[src/rtl/alu_seq_ctrl_if.sv]
// rtl/alu_seq_ctrl_if.sv - command, register-load, ALU and status bundle for alu_seq_ctrl
// master: command source / ALU / debug side; slave: the sequencer.
interface alu_seq_ctrl_if #(
  parameter int DATA_W = 16,
  parameter int AW     = 3
);
  logic              cmd_valid;
  logic              cmd_ready;
  logic [2:0]        cmd_op;
  logic [AW-1:0]     cmd_ra;
  logic [AW-1:0]     cmd_rb;
  logic [AW-1:0]     cmd_rd;

  logic              ld_en;
  logic [AW-1:0]     ld_addr;
  logic [DATA_W-1:0] ld_data;

  logic [2:0]        alu_op;
  logic [DATA_W-1:0] alu_a;
  logic [DATA_W-1:0] alu_b;
  logic [DATA_W-1:0] alu_y;
  logic              alu_z;
  logic              alu_c;

  logic              done;
  logic              z_flag;
  logic              c_flag;

  logic [AW-1:0]     dbg_addr;
  logic [DATA_W-1:0] dbg_data;

  modport master (
    output cmd_valid, cmd_op, cmd_ra, cmd_rb, cmd_rd,
    input  cmd_ready,
    output ld_en, ld_addr, ld_data,
    input  alu_op, alu_a, alu_b,
    output alu_y, alu_z, alu_c,
    input  done, z_flag, c_flag,
    output dbg_addr,
    input  dbg_data
  );

  modport slave (
    input  cmd_valid, cmd_op, cmd_ra, cmd_rb, cmd_rd,
    output cmd_ready,
    input  ld_en, ld_addr, ld_data,
    output alu_op, alu_a, alu_b,
    input  alu_y, alu_z, alu_c,
    output done, z_flag, c_flag,
    input  dbg_addr,
    output dbg_data
  );
endinterface

[src/rtl/alu_seq_ctrl.sv]
// rtl/alu_seq_ctrl.sv - four-state register-file sequencer driving an external 16-bit ALU
// Optional debug read port enabled by defining ALU_SEQ_DBG_EN.
module alu_seq_ctrl #(
  parameter int DATA_W  = 16,
  parameter int REG_CNT = 8
) (
  input  logic          clk,
  input  logic          reset,
  alu_seq_ctrl_if.slave bus
);
  localparam int AW = $clog2(REG_CNT);

  localparam logic [2:0] OP_SHL = 3'b010;
  localparam logic [2:0] OP_ROR = 3'b011;

  typedef enum logic [1:0] {
    S_IDLE  = 2'd0,
    S_READ  = 2'd1,
    S_EXEC  = 2'd2,
    S_WRITE = 2'd3
  } state_e;

  state_e            state_q;
  logic [2:0]        op_q;
  logic [AW-1:0]     ra_q;
  logic [AW-1:0]     rb_q;
  logic [AW-1:0]     rd_q;
  logic [DATA_W-1:0] opa_q;
  logic [DATA_W-1:0] opb_q;
  logic [2:0]        alu_op_q;
  logic [DATA_W-1:0] res_y_q;
  logic              res_z_q;
  logic              res_c_q;
  logic              z_q;
  logic              c_q;
  logic              done_q;
  logic [DATA_W-1:0] regs_q [REG_CNT];

  logic              ready_d;
  logic              accept_d;
  logic              carry_upd_d;

  assign ready_d     = (state_q == S_IDLE) && !reset;
  assign accept_d    = bus.cmd_valid && ready_d;
  // Shift and rotate leave the ALU carry undefined, so the old flag is kept.
  assign carry_upd_d = (op_q != OP_SHL) && (op_q != OP_ROR);

  always_ff @(posedge clk or posedge reset) begin
    if (reset) begin
      state_q  <= S_IDLE;
      op_q     <= '0;
      ra_q     <= '0;
      rb_q     <= '0;
      rd_q     <= '0;
      opa_q    <= '0;
      opb_q    <= '0;
      alu_op_q <= '0;
      res_y_q  <= '0;
      res_z_q  <= 1'b0;
      res_c_q  <= 1'b0;
      z_q      <= 1'b0;
      c_q      <= 1'b0;
      done_q   <= 1'b0;
      for (int i = 0; i < REG_CNT; i++) begin
        regs_q[i] <= '0;
      end
    end else begin
      done_q <= 1'b0;
      if (bus.ld_en) begin
        regs_q[bus.ld_addr] <= bus.ld_data;
      end
      case (state_q)
        S_IDLE: begin
          if (accept_d) begin
            op_q    <= bus.cmd_op;
            ra_q    <= bus.cmd_ra;
            rb_q    <= bus.cmd_rb;
            rd_q    <= bus.cmd_rd;
            state_q <= S_READ;
          end
        end
        S_READ: begin
          opa_q    <= regs_q[ra_q];
          opb_q    <= regs_q[rb_q];
          alu_op_q <= op_q;
          state_q  <= S_EXEC;
        end
        S_EXEC: begin
          res_y_q <= bus.alu_y;
          res_z_q <= bus.alu_z;
          res_c_q <= bus.alu_c;
          state_q <= S_WRITE;
        end
        S_WRITE: begin
          // Placed after the load port so write-back wins an address collision.
          regs_q[rd_q] <= res_y_q;
          z_q          <= res_z_q;
          if (carry_upd_d) begin
            c_q <= res_c_q;
          end
          done_q   <= 1'b1;
          opa_q    <= '0;
          opb_q    <= '0;
          alu_op_q <= '0;
          state_q  <= S_IDLE;
        end
        default: state_q <= S_IDLE;
      endcase
    end
  end

  assign bus.cmd_ready = ready_d;
  assign bus.alu_op    = alu_op_q;
  assign bus.alu_a     = opa_q;
  assign bus.alu_b     = opb_q;
  assign bus.done      = done_q;
  assign bus.z_flag    = z_q;
  assign bus.c_flag    = c_q;

`ifdef ALU_SEQ_DBG_EN
  assign bus.dbg_data = regs_q[bus.dbg_addr];
`else
  logic [AW-1:0] unused_dbg_addr;
  assign unused_dbg_addr = bus.dbg_addr;
  assign bus.dbg_data    = '0;
`endif
endmodule
[src/flat_wrapper.sv]
// flat-port wrapper written by rule: the top's interface ports become plain ports
module alu_seq_ctrl_flat 
#(
  parameter int DATA_W  = 16,
  parameter int REG_CNT = 8
)
  (clk, reset, bus_cmd_valid, bus_cmd_op, bus_cmd_ra, bus_cmd_rb, bus_cmd_rd, bus_cmd_ready, bus_ld_en, bus_ld_addr, bus_ld_data, bus_alu_op, bus_alu_a, bus_alu_b, bus_alu_y, bus_alu_z, bus_alu_c, bus_done, bus_z_flag, bus_c_flag, bus_dbg_addr, bus_dbg_data);
  alu_seq_ctrl_if #(.DATA_W(DATA_W)) bus_i ();
  input  logic clk;
  input  logic reset;
  input wire logic [$bits(bus_i.cmd_valid)-1:0] bus_cmd_valid;
  input wire logic [$bits(bus_i.cmd_op)-1:0] bus_cmd_op;
  input wire logic [$bits(bus_i.cmd_ra)-1:0] bus_cmd_ra;
  input wire logic [$bits(bus_i.cmd_rb)-1:0] bus_cmd_rb;
  input wire logic [$bits(bus_i.cmd_rd)-1:0] bus_cmd_rd;
  output wire logic [$bits(bus_i.cmd_ready)-1:0] bus_cmd_ready;
  input wire logic [$bits(bus_i.ld_en)-1:0] bus_ld_en;
  input wire logic [$bits(bus_i.ld_addr)-1:0] bus_ld_addr;
  input wire logic [$bits(bus_i.ld_data)-1:0] bus_ld_data;
  output wire logic [$bits(bus_i.alu_op)-1:0] bus_alu_op;
  output wire logic [$bits(bus_i.alu_a)-1:0] bus_alu_a;
  output wire logic [$bits(bus_i.alu_b)-1:0] bus_alu_b;
  input wire logic [$bits(bus_i.alu_y)-1:0] bus_alu_y;
  input wire logic [$bits(bus_i.alu_z)-1:0] bus_alu_z;
  input wire logic [$bits(bus_i.alu_c)-1:0] bus_alu_c;
  output wire logic [$bits(bus_i.done)-1:0] bus_done;
  output wire logic [$bits(bus_i.z_flag)-1:0] bus_z_flag;
  output wire logic [$bits(bus_i.c_flag)-1:0] bus_c_flag;
  input wire logic [$bits(bus_i.dbg_addr)-1:0] bus_dbg_addr;
  output wire logic [$bits(bus_i.dbg_data)-1:0] bus_dbg_data;
  assign bus_i.cmd_valid = bus_cmd_valid;
  assign bus_i.cmd_op = bus_cmd_op;
  assign bus_i.cmd_ra = bus_cmd_ra;
  assign bus_i.cmd_rb = bus_cmd_rb;
  assign bus_i.cmd_rd = bus_cmd_rd;
  assign bus_cmd_ready = bus_i.cmd_ready;
  assign bus_i.ld_en = bus_ld_en;
  assign bus_i.ld_addr = bus_ld_addr;
  assign bus_i.ld_data = bus_ld_data;
  assign bus_alu_op = bus_i.alu_op;
  assign bus_alu_a = bus_i.alu_a;
  assign bus_alu_b = bus_i.alu_b;
  assign bus_i.alu_y = bus_alu_y;
  assign bus_i.alu_z = bus_alu_z;
  assign bus_i.alu_c = bus_alu_c;
  assign bus_done = bus_i.done;
  assign bus_z_flag = bus_i.z_flag;
  assign bus_c_flag = bus_i.c_flag;
  assign bus_i.dbg_addr = bus_dbg_addr;
  assign bus_dbg_data = bus_i.dbg_data;
  alu_seq_ctrl #(.DATA_W(DATA_W), .REG_CNT(REG_CNT)) u_core (.clk(clk), .reset(reset), .bus(bus_i));
endmodule
[config.mk]
export PLATFORM = sky130hd
export DESIGN_NAME = alu_seq_ctrl_flat
export DESIGN_NICKNAME = d
export VERILOG_FILES = /design/src/rtl/alu_seq_ctrl_if.sv /design/src/rtl/alu_seq_ctrl.sv /design/src/flat_wrapper.sv
export SDC_FILE = /design/constraint.sdc
export NUM_CORES = 1
export LEC_CHECK = 0
export ABC_CLOCK_PERIOD_IN_PS = 14200
export CAP_MARGIN = 10
export CORE_MARGIN = 10
export CORE_UTILIZATION = 55
export CTS_BUF_LIST = sky130_fd_sc_hd__clkbuf_16
export DETAILED_ROUTE_END_ITERATION = 8
export DONT_BUFFER_PORTS = 1
export PLACE_DENSITY = 0.7
export SLEW_MARGIN = 20
export SYNTH_ARGS = -nofsm -noshare
export SYNTH_HDL_FRONTEND = slang
export SYNTH_SLANG_ARGS = --single-unit
[constraint.sdc]
create_clock -name clk -period 14.2 [get_ports clk]
set_input_delay 2.84 -clock clk [delete_from_list [all_inputs] [get_ports clk]]
set_output_delay 2.84 -clock clk [all_outputs]
set_load 0.02 [all_outputs]
Yosys cells after proc, flatten, opt, wreduce, memory -nomap -nowiden
Cells that the tools add are included.
{ "word_totals": {"input_bits": 56, "register_bits": 198, "word_cells": 68} }
{ "op_classes": {"magnitude_cmp": 6, "n_mux": 20, "reduce_logical": 10, "eq_ne": 6, "n_bitwise": 4} }
{ "op_table": {"columns": ["cell", "n"], "rows": [
  ["$bwmux W128", 2],
  ["$mux W128", 2],
  ["$bmux W16 S3", 2],
  ["$demux W16 S3", 2],
  ["$mux W16", 6],
  ["$pmux W16 S2", 2],
  ["$ge A4 B4 Y1 const B", 4],
  ["$not A3 Y4", 4],
  ["$lt A4 B1 Y1 const B", 2],
  ["$pmux W2 S4", 1],
  ["$ne A3 B2 Y1 const B", 2],
  ["$pmux W3 S2", 1],
  ["$logic_and A1 B1 Y1", 5],
  ["$eq A2 B2 Y1 const B", 2],
  ["$reduce_and A2 Y1", 2],
  ["$eq A2 B1 Y1 const B", 1],
  ["$logic_not A2 Y1", 1],
  ["$mux W2", 1],
  ["$ne A2 B1 Y1 const B", 1],
  ["$reduce_bool A2 Y1", 1],
  ["$logic_not A1 Y1", 1],
  ["$mux W1", 1]
]} }

Depth between registers and ports, before layout
Gate-level depths: netlist of the first run.
{ "logic_depth": {"word_depth": 9, "depth_mapped": 7} }

Least setup slack after synthesis of the first run
OpenSTA, ideal clock, no wires.
{ "synth_path": {"kind": "input to output", "start": "in reset", "end": "out bus_cmd_ready", "cell_stages": 1, "path_buffers": 0, "t_arrival_ns": 3.144, "setup_slack_ns": 8.216, "path_cell_list": "nor2b_1"} }
{ "synth_via": {"elab_chain_cells": 2} }
{ "synth_lines": {"columns": ["item", "line_no", "source"], "rows": [
  ["start: declaration", "flat_wrapper.sv:10", "input logic reset;"],
  ["$logic_not A1 Y1", "alu_seq_ctrl.sv:43", "assign ready_d = (state_q == S_IDLE) && !reset;"],
  ["$logic_and A1 B1 Y1", "alu_seq_ctrl.sv:43", null],
  ["end: declaration", "flat_wrapper.sv:16", "output wire logic [$bits(bus_i.cmd_ready)-1:0] bus_cmd_ready;"]
]} }
Every way passes these cells.

Final worst setup path of the first run
Ends and elaborated chain as after synthesis.

==> metrics list, run 1 <==
- Dividing the final minimum period by the clock period gives 0.423.
* Initial core utilization: 0.565
- Top cells by area in the synthesized netlist: dfrtp_1 (45%), mux2i_1 (12%), mux2_2 (9.6%)
* Top cell types by occurrence after synthesis: dfrtp_1 (198), mux2i_1 (133), nand2_1 (96), mux2_2 (95), nor2_1 (69)
- Routability cong.: 0.819
* First-pass GRT wire length: 45200 um
- Of the synthesized area, sequential elements account for 0.446.
- STA classifies the critical path startpoint as an input port.
* Avg Synthesized Cell Area: 11.0 um2
* Max_slew headroom: 0.304
* Hold path endpoint: u_core.op_q[0]
- The die covers 26300 um2.
- Metal1 wirelength: 12600 um
* Maximum vdd ir drop: 0.158 mV
- Area of all sequential standard cells: 4960 um2
- STA classifies the critical path endpoint as an output pin.
- Ratio of cells with drive above 1 in the final layout: 0.193
- Final global-route overflow total: 0
* Total global-route track usage: 0.225
- Top Metal Used: met4
- Outcome: finished, final reports clean
- Pwr Density: 243 nW/um2
- Dividing the detail-routed via count by the number of cells gives 6.25.
- Max-cap violations in this run came to 0.
- Required @ worst endpoint: 11.36 ns
* Maximum fanout along the worst path: 3
- In the detailed route, the total length drawn on met3 is 2210 um.
* Largest net degree at the start of global routing: 139
- Average wire per standard cell: 24.6 um
* Layout area overhead: 3.34%
- Clock Tree Root: clkbuf_16
* Die span in x: 162 um
- DR iter-0 viols: 675
- Of the post-synthesis cell area, the dominant cell type holds 0.446.
* Total clock sinks: 198
- Antenna violations before repair: 1
* WP data arrival: 3.16 ns
* Synthesis warning total: 0
- Total Neg Setup Slack: 0 ns
- Summing all multi-input logic gate instances after layout gives 5420 um2.
- Internal reg-to-reg setup slack: 11.80 ns
* Primary FF master, synth: dfrtp_1
- Worst setup slack before clock tree synthesis: 8.19 ns
- The slowest stage of the critical path is the nor2b_1 cell.
* Ys async rst share: 1.00
- In this run the worst setup path begins at reset.
* CP Cell Sequence: nor2b_1
- Number of buffers added to fix hold violations after cts: 0
- The H-tree was split into 4 levels.
* Routed wire length: 29900 um
* First-pass iteration count of the detailed router: 5
- Number of synthesized flops with an enable pin: 0
- Maximum number of buffers from clock root to sink: 2
- Clock latency on the worst-skew pair, taken at its later pin, is 0.45 ns.
- Synth Register Bits: 198
- The synthesized netlist contains 39 unique library cells.
- The initialized floorplan defines 51 standard-cell rows.
* Highest achievable clock rate: 167 MHz
- Critical hold path startpoint: u_core.op_q[0]
- The floorplan step set the die height to 162 um.
- The number of max-slew violations in the final report was 0.
- Setup repair after global routing left no endpoint under its margin.
- For this run, design rule violations remaining after detail routing come to 0.
- After layout, the minimum clock period comes to 6.00 ns.
- Static power due to leakage: 4.87 nW
- R2R cell count: 3
- Final HPWL from detailed placement: 17900 um
* Yosys top cell by area: dfrtp_1
* Post-synthesis cell area: 11100 um2
- Depth of the worst hold-timing path: 1
- At the pin with the least slew margin, the transition time is 1.04 ns.
* Final Hold Violating Endpoints: 0
* Setup Buffers After CTS: 0
* Met2 WL post-DR: 14600 um
* Reg-to-reg startpoint: u_core.rb_q[2]
- Count of buffer and inverter cells on the critical path: 0
- CP Class: input port to output pin
- Nets@finish: 998
* Vias in the first global route: 7490
- The clock arrives with 0.00825 ns of skew.
* Vias after detailed routing: 7608
- Once detail routing completed, the nets flagged for antenna violations numbered 0.
- In this run the worst hold path is classified as flop to flop.
* Crit path max-delay family: simple AND/OR/NAND/NOR gates
- In this run, post-CTS repair resized a total of 0 instances.
- Among all cell types in the netlist, the one instantiated most often is dfrtp_1.
- Placeable Area: 19700 um2
- Clock-pin slew was measured on the worst setup and hold paths at 0.07 ns.
- Clock tree from TritonCTS: done
* Port bufs: 0
- Boundary pin count: 111
- Synthesis produced a netlist whose cell count is 1008.
* Delay of the slowest cell on the worst path: 0.32 ns
* # fillers: 1699
* Worst flop-to-flop path endpoint: u_core.bus.alu_b[2]
* TritonCTS Buffers: 17
- Final setup violation count: 0
- Post-route worst setup slack: 8.20 ns
-- power breakdown --
part           switching (mW)  total [mW]  internal [mW]
clock network           0.219       0.494          0.275
logic                   0.511        1.09          0.577
registers               0.373        1.21          0.841
-- metrics by stage --
step	hold slack (ns)	instances	total power, mW	area [um2]	utilization
final	0.511	1217	2.80	11500	0.584
after global routing	0.544	1216	2.95	11500	0.584
after CTS	0.514	1216	2.79	11500	0.584
after detailed placement	0.493	1184	2.30	10900	0.554
after global placement	0.485	1184	2.26	10900	0.554
after floorplan	0.475	1023	2.05	11200	-
-- state kept, by name (all words and copies together) (netlist names), 2 cells and up --
name,count
u_core.bus.alu_a,16
u_core.bus.alu_b,16
u_core.bus.alu_op,3
u_core.op_q,3
u_core.ra_q,3
u_core.rb_q,3
u_core.rd_q,3
u_core.regs_q,128
u_core.res_y_q,16
u_core.state_q,2
-- worst max-delay path by stage --
stage | slack (ns) | endpoint | cells after the start
global route | 8.17 | bus_cmd_ready | 1
finish | 8.20 | bus_cmd_ready | 1
floorplan | 5.96 | u_core.bus.alu_a[0] | 1
detailed placement | 8.19 | bus_cmd_ready | 1
CTS | 8.19 | bus_cmd_ready | 1
global placement | 8.18 | bus_cmd_ready | 1
-- routing by layer --
layer  vias up  GRT usage
met5         -          0
li1       3429          -
met2       283      0.375
met3        40     0.0506
met4         0     0.0744
met1      3856      0.284
-- layout by cell type, fill, tap and decap left out, types with 21 or more instances in the layout --
cell type and count:
buf_4 21, o21ai_0 34, mux2_2 95, nand2_1 96
dfrtp_1 196, mux2i_1 133, o21ai_1 31, o31ai_1 30
nor2_1 68, nor2b_1 32, mux4_2 26, o22ai_1 31
a21oi_1 64
-- kinds of logic (layout without fill, tap and decap cells) --
kind of cell | Yosys count | in the layout | synth area share
AOI/OAI and AO/OA | 194 | 194 | 0.0990
other | 1 | 17 | 0.000337
buffers and inverters | 130 | 58 | 0.0732
muxes | 260 | 260 | 0.283
adders and majority gates | 4 | 4 | 0.00450
DFF | 198 | 198 | 0.446
and+or+nand+nor | 221 | 221 | 0.0941
-- final cells by class --
class | count | share of cell area
Antenna cell | 1 | 0.000218
Clock buffer | 17 | 0.0370
Clock inverter | 15 | 0.0142
Inverter | 5 | 0.00229
Multi-Input combinational cell | 695 | 0.472
Sequential cell | 198 | 0.432
Tap cell | 265 | 0.0289
Timing Repair Buffer | 21 | 0.0137
(Power assumes the default switching activity.)
==> run 2, diff against run 1 <==
--- a/config.mk
+++ b/config.mk
@@ -5,7 +5,7 @@
 export SDC_FILE = /design/constraint.sdc
 export NUM_CORES = 1
 export LEC_CHECK = 0
-export ABC_CLOCK_PERIOD_IN_PS = 14200
+export ABC_CLOCK_PERIOD_IN_PS = 6000
 export CAP_MARGIN = 10
 export CORE_MARGIN = 10
 export CORE_UTILIZATION = 55
==> constraint.sdc (replaced) <==
create_clock -name clk -period 6 [get_ports clk]
set_input_delay 1.2 -clock clk [delete_from_list [all_inputs] [get_ports clk]]
set_output_delay 1.2 -clock clk [all_outputs]
set_load 0.02 [all_outputs]
==> run 2 against run 1 <==
Combinational power rose by 140%. Clock power rose by 130%. Sequential share of layout area fell by 0.071 points. Largest power group unchanged. Highest routed layer is now met5.
==> metrics list, run 2 (synthesis gave the netlist of run 1 again) <==
- After layout, the minimum clock period comes to 2.78 ns.
- Layout area overhead: 3.51%
- The number of nets in the layout was 999 (+0.10%).
- Count of placed standard cells in the final layout, fillers left out: 1217 (unchanged)
* # fillers: 1693 (-0.35%)
* Maximum number of buffers from clock root to sink: 2 (unchanged)
* Outcome: finished, final reports clean
- The pin count of the biggest net entering global routing came to 199 (+43%).
- The critical path depth in cells came to 3 (+2).
- WP data arrival: 1.58 ns (-1.58 ns)
- Average vias per placed instance: 6.26 (+0.20%)
* Endpoint type of the worst setup path: output pin
- Area of all sequential standard cells: 4960 um2 (unchanged)
- R2R cell count: 4 (+1)
- CTS HTree Levels: 4 (unchanged)
- The number of detailed-route iterations in the first pass is 5 (unchanged).
* Maximum Capacitance Violations: 0 (unchanged)
- Net switching component of the power: 2.65 mW (+140%)
- Die span in y: 162 um (unchanged)
* Delay of the slowest cell on the worst path: 0.41 ns (+0.09 ns)
* Worst hold-check path type: flop to flop
- Highest achievable clock rate: 359 MHz
- Crit path max-delay family: flip-flops
* Final HPWL from detailed placement: 18100 um (+1.3%)
* Depth of the worst hold-timing path: 1 (unchanged)
- The post-placement cell count is 1184 (unchanged).
* Total clock sinks: 198 (unchanged)
- The count of port buffers added during placement came to 0 (unchanged).
* Antenna violations before repair: 1 (unchanged)
- The register with the most flip-flops in the final layout is u_core.regs_q.
- Count of cells resized by post-cts repair: 0 (unchanged)
- Unrepaired setup endpoints after global routing: false
- Pwr Density: 573 nW/um2 (+140%)
- The clock-pin slew of the registers on the worst-case setup and hold paths was 0.07 ns (about the same).
- Floorplan row count: 51 (unchanged)
- Among all stages on the critical path, the largest delay is contributed by dfrtp_1.
- Int Pwr: 3.94 mW (+130%)
- The DRC violation count after routing was 0 (unchanged).
- The area of the core was 19700 um2 (unchanged).
* Fin Clk Skew: 0.0117 ns (+0.00349 ns)
* DR iter-0 viols: 600 (-11%)
- The worst setup path is launched from a flop.
* Number of flip-flops in the largest register: 128 (unchanged)
- The actual slew at the worst max-slew pin is 1.00 ns (-0.0408 ns).
- The number of placed I/O pins came to 111 (unchanged).
- Vias in the first global route: 7674 (+2.5%)
* Count of buffer and inverter cells on the critical path: 1 (+1)
- The via count was 7623 (+0.20%).
- Final global-route overflow total: 0 (unchanged)
- Final Hold Violating Endpoints: 0 (unchanged)
- Number of pins with negative max-slew slack in the final report: 0 (unchanged)
- The remaining number of nets flagged by the antenna check after routing came to 0 (unchanged).
- The maximum fanout along the worst path was 5 (+2).
- Sw Share: 0.402 (+0.00730)
- The fraction of final layout cells sized beyond drive strength 1 is 0.196 (+0.00295).
* Max_slew headroom: 0.330 (+0.0256)
* Area taken by multi-input logic gates: 5420 um2 (unchanged)
* Routability cong.: 0.805 (-1.7%)
- The hold buffer count at cts came to 0 (unchanged).
* Power share of the combinational group: 0.393 (+0.004)
* Required @ worst endpoint: 4.80 ns (-6.56 ns)
- Maximum vdd ir drop: 0.331 mV (+110%)
* Die span in x: 162 um (unchanged)
- Share of total power in the clock network: 0.173 (-0.004)
* Initial core utilization: 0.565 (unchanged)
- Antenna diode instance count: 0 (-1)
- Most common cell after layout, fill and taps aside: dfrtp_1
- Clock Tree Root: clkbuf_16
- The clock network latency to the later pin of the worst-skew pair came to 0.45 ns (about the same).
- The global-route wire length before repair was 46100 um (+1.9%).
- The critical path goes through inv_1, ha_1, nor2b_1.
* Total Neg Setup Slack: 0 ns (unchanged)
- Final worst path period share: 0.464
- Total global-route track usage: 0.227 (+0.00205)
- Area enclosed by the die boundary: 26300 um2 (unchanged)
* Setup Buffers After CTS: 0 (unchanged)
- TritonCTS Buffers: 17 (unchanged)
* Final setup violation count: 0 (unchanged)
* Average wire per standard cell: 24.3 um (-1.1%)
* Leading cell types in the layout, fill and taps excluded: dfrtp_1 (196), mux2i_1 (133), nand2_1 (96)
- The detailed-route wire length was 29600 um (-1.1%).
- The relative contribution of sequential cells to total power came to 0.435 (about the same).
- CP Class: flop to output pin
- Clock tree from TritonCTS: done
- Static power due to leakage: 4.86 nW (about the same)
## run 2: routing by layer
layer  global-route usage  part of all wire  routed length (um)  vias to the layer above
met5                    0           0.00037                  11                        -
met4               0.0873             0.026                 783                        2
met3               0.0622             0.074                2180                       64
met2                0.366              0.49               14400                      284
met1                0.285              0.41               12200                     3848
li1                     -                 -                   -                     3425
## run 2: through the flow
stage	total power [mW]	setup slack, ns	instance area (um2)	utilization	hold WS, ns
after floorplan	4.85	2.24	11200	-	0.475
after global placement	5.34	3.26	10900	0.555	0.489
after detailed placement	5.46	3.27	10900	0.555	0.495
after CTS	6.59	3.20	11500	0.584	0.511
after global routing	7.00	3.11	11500	0.585	0.520
final	6.59	3.22	11500	0.585	0.505
## run 2: layout make-up
type                       instances  share of cell area
multi-input combinational        695               0.471
clock inverter                    15              0.0128
timing repair buffer              22              0.0172
clock buffer                      17              0.0370
inverter                           5             0.00196
tap                              265              0.0288
sequential                       198               0.431
## run 2: worst paths after layout
path                                   startpoint  slack [ns]                    to
min in group asynchronous                   reset        0.69    u_core.res_y_q[12]
worst max-delay path            u_core.state_q[0]        3.22         bus_cmd_ready
worst max register to register     u_core.ra_q[0]        3.57  u_core.bus.alu_a[15]
worst min-delay path               u_core.res_c_q        0.51     u_core.bus.c_flag
max in group asynchronous                   reset        4.28     u_core.regs_q[47]
worst min register to register     u_core.res_c_q        0.51     u_core.bus.c_flag
## run 2: power by group through the flow
| stage | sequential (mW) | clock [mW] | combinational, mW |
|---|---|---|---|
| floorplan | 2.44 | 0 | 2.41 |
| global placement | 2.83 | 0 | 2.51 |
| detailed placement | 2.86 | 0 | 2.59 |
| CTS | 2.85 | 1.15 | 2.59 |
| global route | 2.96 | 1.21 | 2.84 |
| finish | 2.86 | 1.14 | 2.59 |
